### config.mk
export PLATFORM = sky130hd
export DESIGN_NAME = cpu_multicycle
export DESIGN_NICKNAME = d
export VERILOG_FILES = /design/src/rtl/cpu_pkg.sv /design/src/rtl/cpu_regfile_p.sv /design/src/rtl/cpu_multicycle.sv
export SDC_FILE = /design/constraint.sdc
export NUM_CORES = 1
export LEC_CHECK = 0
export CORE_MARGIN = 5
export CORE_UTILIZATION = 49
export CTS_CLUSTER_SIZE = 25
export DETAILED_ROUTE_END_ITERATION = 6
export MAX_ROUTING_LAYER = met4
export PLACE_DENSITY = 0.64
export SYNTH_ARGS = -nofsm -noshare
export SYNTH_HDL_FRONTEND = slang
export SYNTH_SLANG_ARGS = --single-unit
### constraint.sdc
create_clock -name clk -period 25.8 [get_ports clk]
set_clock_uncertainty 0.15 [all_clocks]
set_input_delay 5.16 -clock clk [delete_from_list [all_inputs] [get_ports clk]]
set_output_delay 5.16 -clock clk [all_outputs]
set_load 0.02 [all_outputs]
### src/rtl/cpu_pkg.sv
// Shared definitions for the multi-cycle core: opcodes, FSM states, instruction field positions, flag indices.
package cpu_pkg;

  typedef enum logic [3:0] {
    OP_AND  = 4'h0, OP_OR   = 4'h1, OP_ADD  = 4'h2, OP_ADDI = 4'h3,
    OP_ANDI = 4'h4, OP_SUB  = 4'h5, OP_XOR  = 4'h6, OP_CMP  = 4'h7,
    OP_LD   = 4'h8, OP_ST   = 4'h9, OP_JMP  = 4'hA, OP_BEQ  = 4'hB,
    OP_BNE  = 4'hC, OP_BC   = 4'hD, OP_NOP  = 4'hE, OP_HALT = 4'hF
  } opcode_e;

  typedef enum logic [2:0] {
    S_FETCH  = 3'd0,
    S_DECODE = 3'd1,
    S_EXEC   = 3'd2,
    S_MEM    = 3'd3,
    S_WB     = 3'd4,
    S_HALT   = 3'd5
  } state_e;

  localparam int unsigned INSTR_W = 18;
  localparam int unsigned OP_HI   = 17;
  localparam int unsigned OP_LO   = 14;
  localparam int unsigned RD_HI   = 13;
  localparam int unsigned RD_LO   = 10;
  localparam int unsigned RS1_HI  = 9;
  localparam int unsigned RS1_LO  = 6;
  localparam int unsigned RS2_HI  = 3;
  localparam int unsigned RS2_LO  = 0;
  localparam int unsigned IMM_HI  = 5;

  localparam int unsigned FLAG_Z  = 0;
  localparam int unsigned FLAG_C  = 1;

endpackage

### src/rtl/cpu_regfile_p.sv
// Register file: two asynchronous read ports, one synchronous write port, asynchronous clear.
module cpu_regfile_p #(
  parameter int unsigned DATA_W = 18,
  parameter int unsigned NREGS  = 16
) (
  input  logic              clk,
  input  logic              reset,
  input  logic [3:0]        ra_i,
  input  logic [3:0]        rb_i,
  input  logic              we_i,
  input  logic [3:0]        wa_i,
  input  logic [DATA_W-1:0] wd_i,
  output logic [DATA_W-1:0] ra_data_o,
  output logic [DATA_W-1:0] rb_data_o
);

  localparam int unsigned IW = (NREGS > 1) ? $clog2(NREGS) : 1;

  logic [DATA_W-1:0] regs_q [NREGS];

  always_ff @(posedge clk or posedge reset) begin
    if (reset) begin
      for (int unsigned i = 0; i < NREGS; i++) regs_q[i] <= '0;
    end else if (we_i && (32'(wa_i) < NREGS)) begin
      regs_q[wa_i[IW-1:0]] <= wd_i;
    end
  end

  // Indices beyond the implemented registers read as zero.
  assign ra_data_o = (32'(ra_i) < NREGS) ? regs_q[ra_i[IW-1:0]] : '0;
  assign rb_data_o = (32'(rb_i) < NREGS) ? regs_q[rb_i[IW-1:0]] : '0;

endmodule

### src/rtl/cpu_multicycle.sv
// Multi-cycle core: FETCH/DECODE/EXEC/MEM/WB FSM with handshaked instruction and data memories.
module cpu_multicycle
  import cpu_pkg::*;
#(
  parameter int unsigned DATA_W = 18,
  parameter int unsigned ADDR_W = 10,
  parameter int unsigned NREGS  = 16,
  parameter int unsigned PC_RST = 0
) (
  input  logic               clk,
  input  logic               reset,
  output logic               imem_req,
  output logic [ADDR_W-1:0]  imem_addr,
  input  logic               imem_ack,
  input  logic [INSTR_W-1:0] imem_rdata,
  output logic               dmem_req,
  output logic               dmem_we,
  output logic [ADDR_W-1:0]  dmem_addr,
  output logic [DATA_W-1:0]  dmem_wdata,
  input  logic               dmem_ack,
  input  logic [DATA_W-1:0]  dmem_rdata,
  output logic               retire,
  output logic               halted,
  output logic [ADDR_W-1:0]  dbg_pc,
  output logic [2:0]         dbg_state
);

  state_e               state_q;
  logic [INSTR_W-1:0]   ir_q;
  logic [ADDR_W-1:0]    pc_q;
  logic [DATA_W-1:0]    a_q, b_q, res_q;
  logic [1:0]           flags_q;
  logic                 retire_q, halted_q;

  opcode_e              op;
  logic [3:0]           rd, rs1, rs2;
  logic [DATA_W-1:0]    imm_ext, rf_a, rf_b;
  logic [ADDR_W-1:0]    off_ext, pc_inc, pc_tgt;
  logic [DATA_W:0]      alu_wide;
  logic                 take;

  assign op      = opcode_e'(ir_q[OP_HI:OP_LO]);
  assign rd      = ir_q[RD_HI:RD_LO];
  assign rs1     = ir_q[RS1_HI:RS1_LO];
  assign rs2     = ir_q[RS2_HI:RS2_LO];
  assign imm_ext = {{(DATA_W-6){ir_q[IMM_HI]}}, ir_q[IMM_HI:0]};
  assign off_ext = ir_q[ADDR_W-1:0];
  assign pc_inc  = pc_q + ADDR_W'(1);
  assign pc_tgt  = pc_inc + off_ext;

  cpu_regfile_p #(.DATA_W(DATA_W), .NREGS(NREGS)) u_regfile (
    .clk       (clk),
    .reset     (reset),
    .ra_i      (rs1),
    .rb_i      ((op == OP_ST) ? rd : rs2),
    .we_i      ((state_q == S_WB) && (op != OP_CMP)),
    .wa_i      (rd),
    .wd_i      (res_q),
    .ra_data_o (rf_a),
    .rb_data_o (rf_b)
  );

  // Extra top bit carries ADD carry-out / SUB borrow; logic ops leave it zero.
  always_comb begin
    alu_wide = '0;
    case (op)
      OP_AND, OP_ANDI: alu_wide = {1'b0, a_q & b_q};
      OP_OR:           alu_wide = {1'b0, a_q | b_q};
      OP_XOR:          alu_wide = {1'b0, a_q ^ b_q};
      OP_ADD, OP_ADDI: alu_wide = {1'b0, a_q} + {1'b0, b_q};
      OP_SUB, OP_CMP:  alu_wide = {1'b0, a_q} - {1'b0, b_q};
      default:         alu_wide = '0;
    endcase
  end

  always_comb begin
    take = 1'b0;
    case (op)
      OP_JMP:  take = 1'b1;
      OP_BEQ:  take = flags_q[FLAG_Z];
      OP_BNE:  take = ~flags_q[FLAG_Z];
      OP_BC:   take = flags_q[FLAG_C];
      default: take = 1'b0;
    endcase
  end

  always_ff @(posedge clk or posedge reset) begin
    if (reset) begin
      state_q  <= S_FETCH;
      pc_q     <= ADDR_W'(PC_RST);
      ir_q     <= '0;
      a_q      <= '0;
      b_q      <= '0;
      res_q    <= '0;
      flags_q  <= '0;
      retire_q <= 1'b0;
      halted_q <= 1'b0;
    end else begin
      retire_q <= 1'b0;
      case (state_q)
        S_FETCH: if (imem_ack) begin
          ir_q    <= imem_rdata;
          state_q <= S_DECODE;
        end
        S_DECODE: begin
          a_q     <= rf_a;
          b_q     <= (op == OP_ADDI || op == OP_ANDI) ? imm_ext : rf_b;
          state_q <= S_EXEC;
        end
        S_EXEC: case (op)
          OP_AND, OP_OR, OP_ADD, OP_ADDI, OP_ANDI, OP_SUB, OP_XOR, OP_CMP: begin
            res_q           <= alu_wide[DATA_W-1:0];
            flags_q[FLAG_C] <= alu_wide[DATA_W];
            flags_q[FLAG_Z] <= ~|alu_wide[DATA_W-1:0];
            pc_q            <= pc_inc;
            state_q         <= S_WB;
          end
          OP_LD, OP_ST: state_q <= S_MEM;
          OP_HALT: begin
            state_q  <= S_HALT;
            halted_q <= 1'b1;
            retire_q <= 1'b1;
          end
          default: begin
            pc_q     <= take ? pc_tgt : pc_inc;
            state_q  <= S_FETCH;
            retire_q <= 1'b1;
          end
        endcase
        S_MEM: if (dmem_ack) begin
          if (op == OP_LD) begin
            res_q   <= dmem_rdata;
            state_q <= S_WB;
          end else begin
            pc_q     <= pc_inc;
            state_q  <= S_FETCH;
            retire_q <= 1'b1;
          end
        end
        S_WB: begin
          if (op == OP_LD) pc_q <= pc_inc;
          state_q  <= S_FETCH;
          retire_q <= 1'b1;
        end
        S_HALT:  state_q <= S_HALT;
        default: state_q <= S_FETCH;
      endcase
    end
  end

  // Reset parks the FSM in FETCH, so the fetch request is masked by reset to drop at once.
  assign imem_req   = (state_q == S_FETCH) && !reset;
  assign imem_addr  = pc_q;
  assign dmem_req   = (state_q == S_MEM);
  assign dmem_we    = (op == OP_ST);
  assign dmem_addr  = off_ext;
  assign dmem_wdata = b_q;
  assign retire     = retire_q;
  assign halted     = halted_q;
  assign dbg_pc     = pc_q;
  assign dbg_state  = state_q;

endmodule

==> results of run 1 <==
critical path, cell delays in order:
cell and delay, ns:
clkdlybuf4s50_1 0.50, nor4_1 0.20, clkdlybuf4s50_1 0.65
cells by family after synthesis:
kind of cell / synth area share
and+or+nand+nor: 0.126
muxes: 0.266
DFF: 0.422
AOI/OAI and AO/OA: 0.0873
buffers and inverters: 0.0458
adders and majority gates: 0.0381
xor gates and xnor gates: 0.0153
cell usage after synthesis (3+ instances only):
master | instances | area share
a211oi_1 | 7 | 0.0023
a21o_1 | 10 | 0.0034
a21oi_1 | 94 | 0.021
a221oi_1 | 6 | 0.0023
a22o_1 | 3 | 0.0012
a22oi_1 | 12 | 0.0040
a311oi_1 | 5 | 0.0020
a31oi_1 | 13 | 0.0036
a32o_1 | 8 | 0.0036
and3_1 | 12 | 0.0034
buf_1 | 18 | 0.0030
buf_2 | 40 | 0.0089
buf_4 | 32 | 0.011
buf_6 | 6 | 0.0030
clkbuf_1 | 72 | 0.012
dfrtp_1 | 377 | 0.42
ha_1 | 65 | 0.036
inv_1 | 47 | 0.0079
mux2_2 | 295 | 0.15
mux2i_1 | 21 | 0.0094
mux4_2 | 104 | 0.10
nand2_1 | 329 | 0.055
nand2b_1 | 14 | 0.0039
nand3_1 | 121 | 0.027
nand3b_1 | 6 | 0.0020
nand4_1 | 3 | 0.00084
nor2_1 | 74 | 0.012
nor2_2 | 9 | 0.0025
nor2b_1 | 6 | 0.0017
nor3_1 | 20 | 0.0045
nor3b_1 | 4 | 0.0013
nor4_1 | 6 | 0.0017
o211ai_1 | 5 | 0.0017
o21a_1 | 7 | 0.0023
o21ai_0 | 88 | 0.020
o221ai_1 | 4 | 0.0016
o22a_1 | 4 | 0.0016
o22ai_1 | 12 | 0.0034
o311a_1 | 3 | 0.0013
o31ai_1 | 13 | 0.0044
or2_2 | 8 | 0.0022
or3_1 | 8 | 0.0022
xnor2_1 | 29 | 0.011
xor2_1 | 10 | 0.0039
power groups by stage:
stage | Clock (mW) | Sequential [mW] | Combinational (mW)
2_1_floorplan | 0 | 0.891 | 1.15
3_3_place_gp | 0 | 0.986 | 1.49
3_5_place_dp | 0 | 0.999 | 1.51
4_1_cts | 0.644 | 0.990 | 1.52
5_1_grt | 0.669 | 1.02 | 1.66
6_report | 0.631 | 0.997 | 1.53
layer usage:
metal	share of wire	vias up	wire (um)	track usage
li1	-	7479	-	-
met4	0.039	0	2530	0.101
met2	0.47	701	30700	0.411
met1	0.42	8568	27100	0.348
met5	0	-	0	-
met3	0.075	157	4900	0.0461
cell type report:
cell class,instances,area (um2)
flip-flops and latches,377,9440
clock buffers,65,1280
repair buffers,127,1190
inverters,48,188
multi-input cells,1475,12000
fillers,3844,20200
well taps,600,751
clock inverters,12,181
worst max path at each step:
stage / from / end / slack (ns) / cells after the start
after detailed placement: reset / imem_req / 13.97 / 3
after global routing: reset / imem_req / 13.93 / 3
final: reset / imem_req / 13.97 / 3
after CTS: reset / imem_req / 13.95 / 3
after floorplan: reset / a_q[0] / 10.02 / 1
after global placement: reset / imem_req / 13.91 / 3
registers in the layout, summed over array words and instances, names as in the netlist:
register          cells
ir_q                 18
u_regfile.regs_q    288
halted                1
res_q                18
flags_q               2
dbg_state             3
retire                1
dbg_pc               10
a_q                  18
dmem_wdata           18
==> impl_metrics.env, run 1 <==
export IMPL_outcome="finished, final reports clean"
export IMPL_pwr_share_comb=0.484
export IMPL_ys_types=76
export IMPL_ys_ff_latch=377
export IMPL_internal_power_mw=1.76
export IMPL_cts_tree="done"
export IMPL_ys_warn_count=0
export IMPL_routabilityCongestion=0.911
export IMPL_switching_share=0.443
export IMPL_total_power_mw=3.16
export IMPL_finalWirelength_um=65200
export IMPL_dieArea_um2=50000
export IMPL_syn_nets=2175
export IMPL_layout_nets=2179
export IMPL_synth_edf_count=0
export IMPL_pre_cts_ws_ns=13.97
export IMPL_critPathMaxFanout=2
export IMPL_hold_start="halted"
export IMPL_setup_slack_ns=13.97
export IMPL_layout_common_cells="375 x dfrtp_1, 329 x nand2_1, 295 x mux2_2"
export IMPL_finalCriticalPeriod_ns=11.83
export IMPL_fmax_mhz=84.5
export IMPL_holdPathStages=1
export IMPL_hold_end="halted"
export IMPL_rows=78
export IMPL_maxCapViolations=0
export IMPL_syn_to_final_growth_pct=11.9
export IMPL_n_antenna_cell=0
export IMPL_track_usage=0.264
export IMPL_layout_cells_non_filler=2704
export IMPL_p_leak_nw=11.1
export IMPL_start_kind="input port"
export IMPL_core_um2=45300
export IMPL_synth_area_um2=22400
export IMPL_cts_hold_buf=0
export IMPL_drc=0
export IMPL_max_slew_margin_rel=0.284
export IMPL_io_pins=96
export IMPL_clkSinkCount=377
export IMPL_clk_path_buf_depth=3
export IMPL_vias=16900
export IMPL_ir_drop_uv=84.9
export IMPL_wl_per_cell_um=24.1
export IMPL_final_common_cell="dfrtp_1"
export IMPL_clk_latency_ns=0.58
export IMPL_arrival_ns=6.52
export IMPL_drive_gt1_frac=0.256
export IMPL_dr_pass1_iters=6
export IMPL_crit_type="in -> out"
export IMPL_synth_async_reset_ratio=1.00
export IMPL_port_buffers=95
export IMPL_grt_pass1_wl_um=99800
export IMPL_cts_resized_gates=0
export IMPL_cts_root_buf="clkbuf_16"
export IMPL_synth_flop_cell="dfrtp_1"
export IMPL_seq_area_frac_synth=0.422
export IMPL_antenna_found_initial=0
export IMPL_dp_cells=2627
export IMPL_p_per_area_nw_per_um2=126
export IMPL_dieWidth_um=224
export IMPL_required_ns=20.49
export IMPL_drt_iter0_drc=1723
export IMPL_utilization=0.553
export IMPL_hold_worst_slack_ns=0.326
export IMPL_initial_core_util=0.494
export IMPL_r2r_cells=10
export IMPL_cts_setup_buffers=0
export IMPL_cts_buffers=43
export IMPL_pwr_share_seq=0.316
export IMPL_h_tree_depth=2
export IMPL_avgSynthCellArea_um2=10.8
export IMPL_rsz0062_at_grt="false"
export IMPL_viasPerCell=6.25
export IMPL_fp_dieH_um=224
export IMPL_setup_viol=0
export IMPL_tns_ns=0
export IMPL_endpoint_kind="output port"
export IMPL_syn_inst=2068
export IMPL_pwr_share_clk=0.200
export IMPL_grt_pass1_vias=16400
export IMPL_post_dp_cell_area_um2=23600
export IMPL_min_period_over_period=0.459
export IMPL_gr_total_overflow=0
export IMPL_maxSlewViolCount=0
export IMPL_path_clk_slew_ns=0.06
export IMPL_r2r_start="ir_q[17]"
export IMPL_tightestPinTransition_ns=1.07
export IMPL_switchingPower_mw=1.40
export IMPL_dp_hpwl_um=41100
export IMPL_ff2ff_setup_slack_ns=20.84
export IMPL_final_antenna_net_count=0
export IMPL_r2r_end="dmem_wdata[16]"
export IMPL_fin_area_um2=25000
export IMPL_grt_max_degree=83
export IMPL_hold_class="reg -> reg"
export IMPL_finalHoldViolCount=0
(Power assumes the default switching activity.)
==> run 2: changes to the inputs <==
Clock period 25.8 ns to 12 ns, I/O delays scaled along.
==> run 2 against run 1 <==
- clock power rose by 110%
- worst hold slack got worse by 0.0057 ns
- first-iteration DRC count is 15% higher
- combinational power rose by 110%
- die area is the same
- routed wire length is 1.1% higher
- final cell count fell by 0.15%
- final area fell by 0.13%
- sequential power up 120%
- clock-buffer cell count decreased by 9
- via count grew 0.13%
==> impl_metrics.env, run 2 (synthesis results as in run 1) <==
export IMPL_outcome="finished, final reports clean"
export IMPL_crit_top_cell="clkdlybuf4s50_1"
export IMPL_finalCriticalPeriod_ns=6.25
export IMPL_cts_resized_gates=0
export IMPL_post_dp_cell_area_um2=23600
export IMPL_switching_share=0.444
export IMPL_rsz0062_at_grt="false"
export IMPL_grt_pass1_vias=16700
export IMPL_internal_power_mw=3.77
export IMPL_p_per_area_nw_per_um2=271
export IMPL_layout_nets=2174
export IMPL_viasPerCell=6.27
export IMPL_final_antenna_net_count=0
export IMPL_cts_buffers=41
export IMPL_slowest_delay_ns=0.65
export IMPL_pwr_share_clk=0.199
export IMPL_initial_core_util=0.494
export IMPL_min_period_over_period=0.521
export IMPL_hold_class="reg -> reg"
export IMPL_clk_latency_ns=0.57
export IMPL_fin_area_um2=25000
export IMPL_path_clk_slew_ns=0.06
export IMPL_crit_slowest_cell="clkdlybuf4s50_1"
export IMPL_cts_hold_buf=0
export IMPL_core_um2=45300
export IMPL_crit_type="in -> out"
export IMPL_fp_dieH_um=224
export IMPL_fmax_mhz=160
export IMPL_drive_gt1_frac=0.257
export IMPL_antenna_found_initial=1
export IMPL_pwr_share_comb=0.482
export IMPL_max_slew_margin_rel=0.193
export IMPL_port_buffers=95
export IMPL_routabilityCongestion=0.909
export IMPL_required_ns=9.45
export IMPL_tightestPinTransition_ns=1.21
export IMPL_dr_pass1_iters=5
export IMPL_h_tree_depth=2
export IMPL_layout_common_cells="375 x dfrtp_1, 329 x nand2_1, 295 x mux2_2"
export IMPL_largest_register_ffs=288
export IMPL_tns_ns=0
export IMPL_pre_cts_ws_ns=5.75
export IMPL_pwr_share_seq=0.319
export IMPL_finalWirelength_um=65900
export IMPL_vias=16900
export IMPL_clk_path_buf_depth=3
export IMPL_cts_setup_buffers=0
export IMPL_rows=78
export IMPL_dieArea_um2=50000
export IMPL_io_pins=96
export IMPL_drc=0
export IMPL_syn_to_final_growth_pct=11.8
export IMPL_setup_slack_ns=5.75
export IMPL_wl_per_cell_um=24.4
export IMPL_utilization=0.552
export IMPL_dieWidth_um=224
export IMPL_timing_critical_path_cells="clkdlybuf4s50_1 -> nor4_1 -> clkdlybuf4s50_1"
export IMPL_final_common_cell="dfrtp_1"
export IMPL_ir_drop_uv=180
export IMPL_maxCapViolations=0
export IMPL_clkSinkCount=377
export IMPL_grt_max_degree=179
export IMPL_p_leak_nw=11.1
export IMPL_start_kind="input port"
export IMPL_cts_root_buf="clkbuf_16"
export IMPL_dp_hpwl_um=41800
export IMPL_critPathMaxFanout=2
export IMPL_finalHoldViolCount=0
export IMPL_grt_pass1_wl_um=101000
export IMPL_endpoint_kind="output port"
export IMPL_drt_iter0_drc=1984
export IMPL_arrival_ns=3.70
export IMPL_regMostFlops="u_regfile.regs_q"
export IMPL_switchingPower_mw=3.01
export IMPL_setup_viol=0
export IMPL_gr_total_overflow=0
export IMPL_cts_tree="done"
export IMPL_track_usage=0.267
export IMPL_maxSlewViolCount=0
-- run 2: path summary, 6_finish.rpt --
kind,startpoint,endpoint,slack [ns],cells past startpoint
setup reg to reg,ir_q[17],dmem_wdata[16],6.71,11
setup / recovery,reset,imem_req,5.75,3
max in group asynchronous,reset,u_regfile.regs_q[70],7.05,5
hold reg to reg,halted,halted,0.32,1
min in group asynchronous,reset,a_q[4],2.30,3
hold / removal,halted,halted,0.32,1
-- run 2: area by class of cell --
type / instances / area, um2
fill: 3824 / 20300
multi-input combinational: 1475 / 12000
sequential: 377 / 9440
clock buffer: 56 / 1200
timing repair buffer: 124 / 1180
tap: 600 / 751
clock inverter: 19 / 226
inverter: 48 / 184
antenna: 1 / 2.50
-- run 2: power groups by stage --
stage / Combinational (mW) / Sequential, mW / Clock [mW]
floorplan: 2.46 / 1.91 / 0
global placement: 3.17 / 2.14 / 0
detailed placement: 3.22 / 2.17 / 0
CTS: 3.24 / 2.15 / 1.37
global route: 3.53 / 2.22 / 1.42
finish: 3.27 / 2.16 / 1.35
-- run 2: per-layer routing --
metal,global-route usage,vias up,part of all wire
li1,-,7473,-
met1,0.362,8621,0.42
met2,0.413,695,0.47
met3,0.0411,138,0.073
met4,0.0927,0,0.034
met5,-,-,0
-- run 2: worst max-delay path: cells and delay by family --
kind | cells | cell delay, ns
simple gates | 1 | 0.19
buf+inv | 2 | 1.11
-- run 2: metrics by stage --
step / power (mW) / hold slack, ns / instances
after floorplan: 4.38 / 0.299 / 2068
after global placement: 5.31 / 0.310 / 2624
after detailed placement: 5.39 / 0.308 / 2624
after CTS: 6.75 / 0.325 / 2699
after global routing: 7.17 / 0.349 / 2700
final: 6.77 / 0.320 / 2700
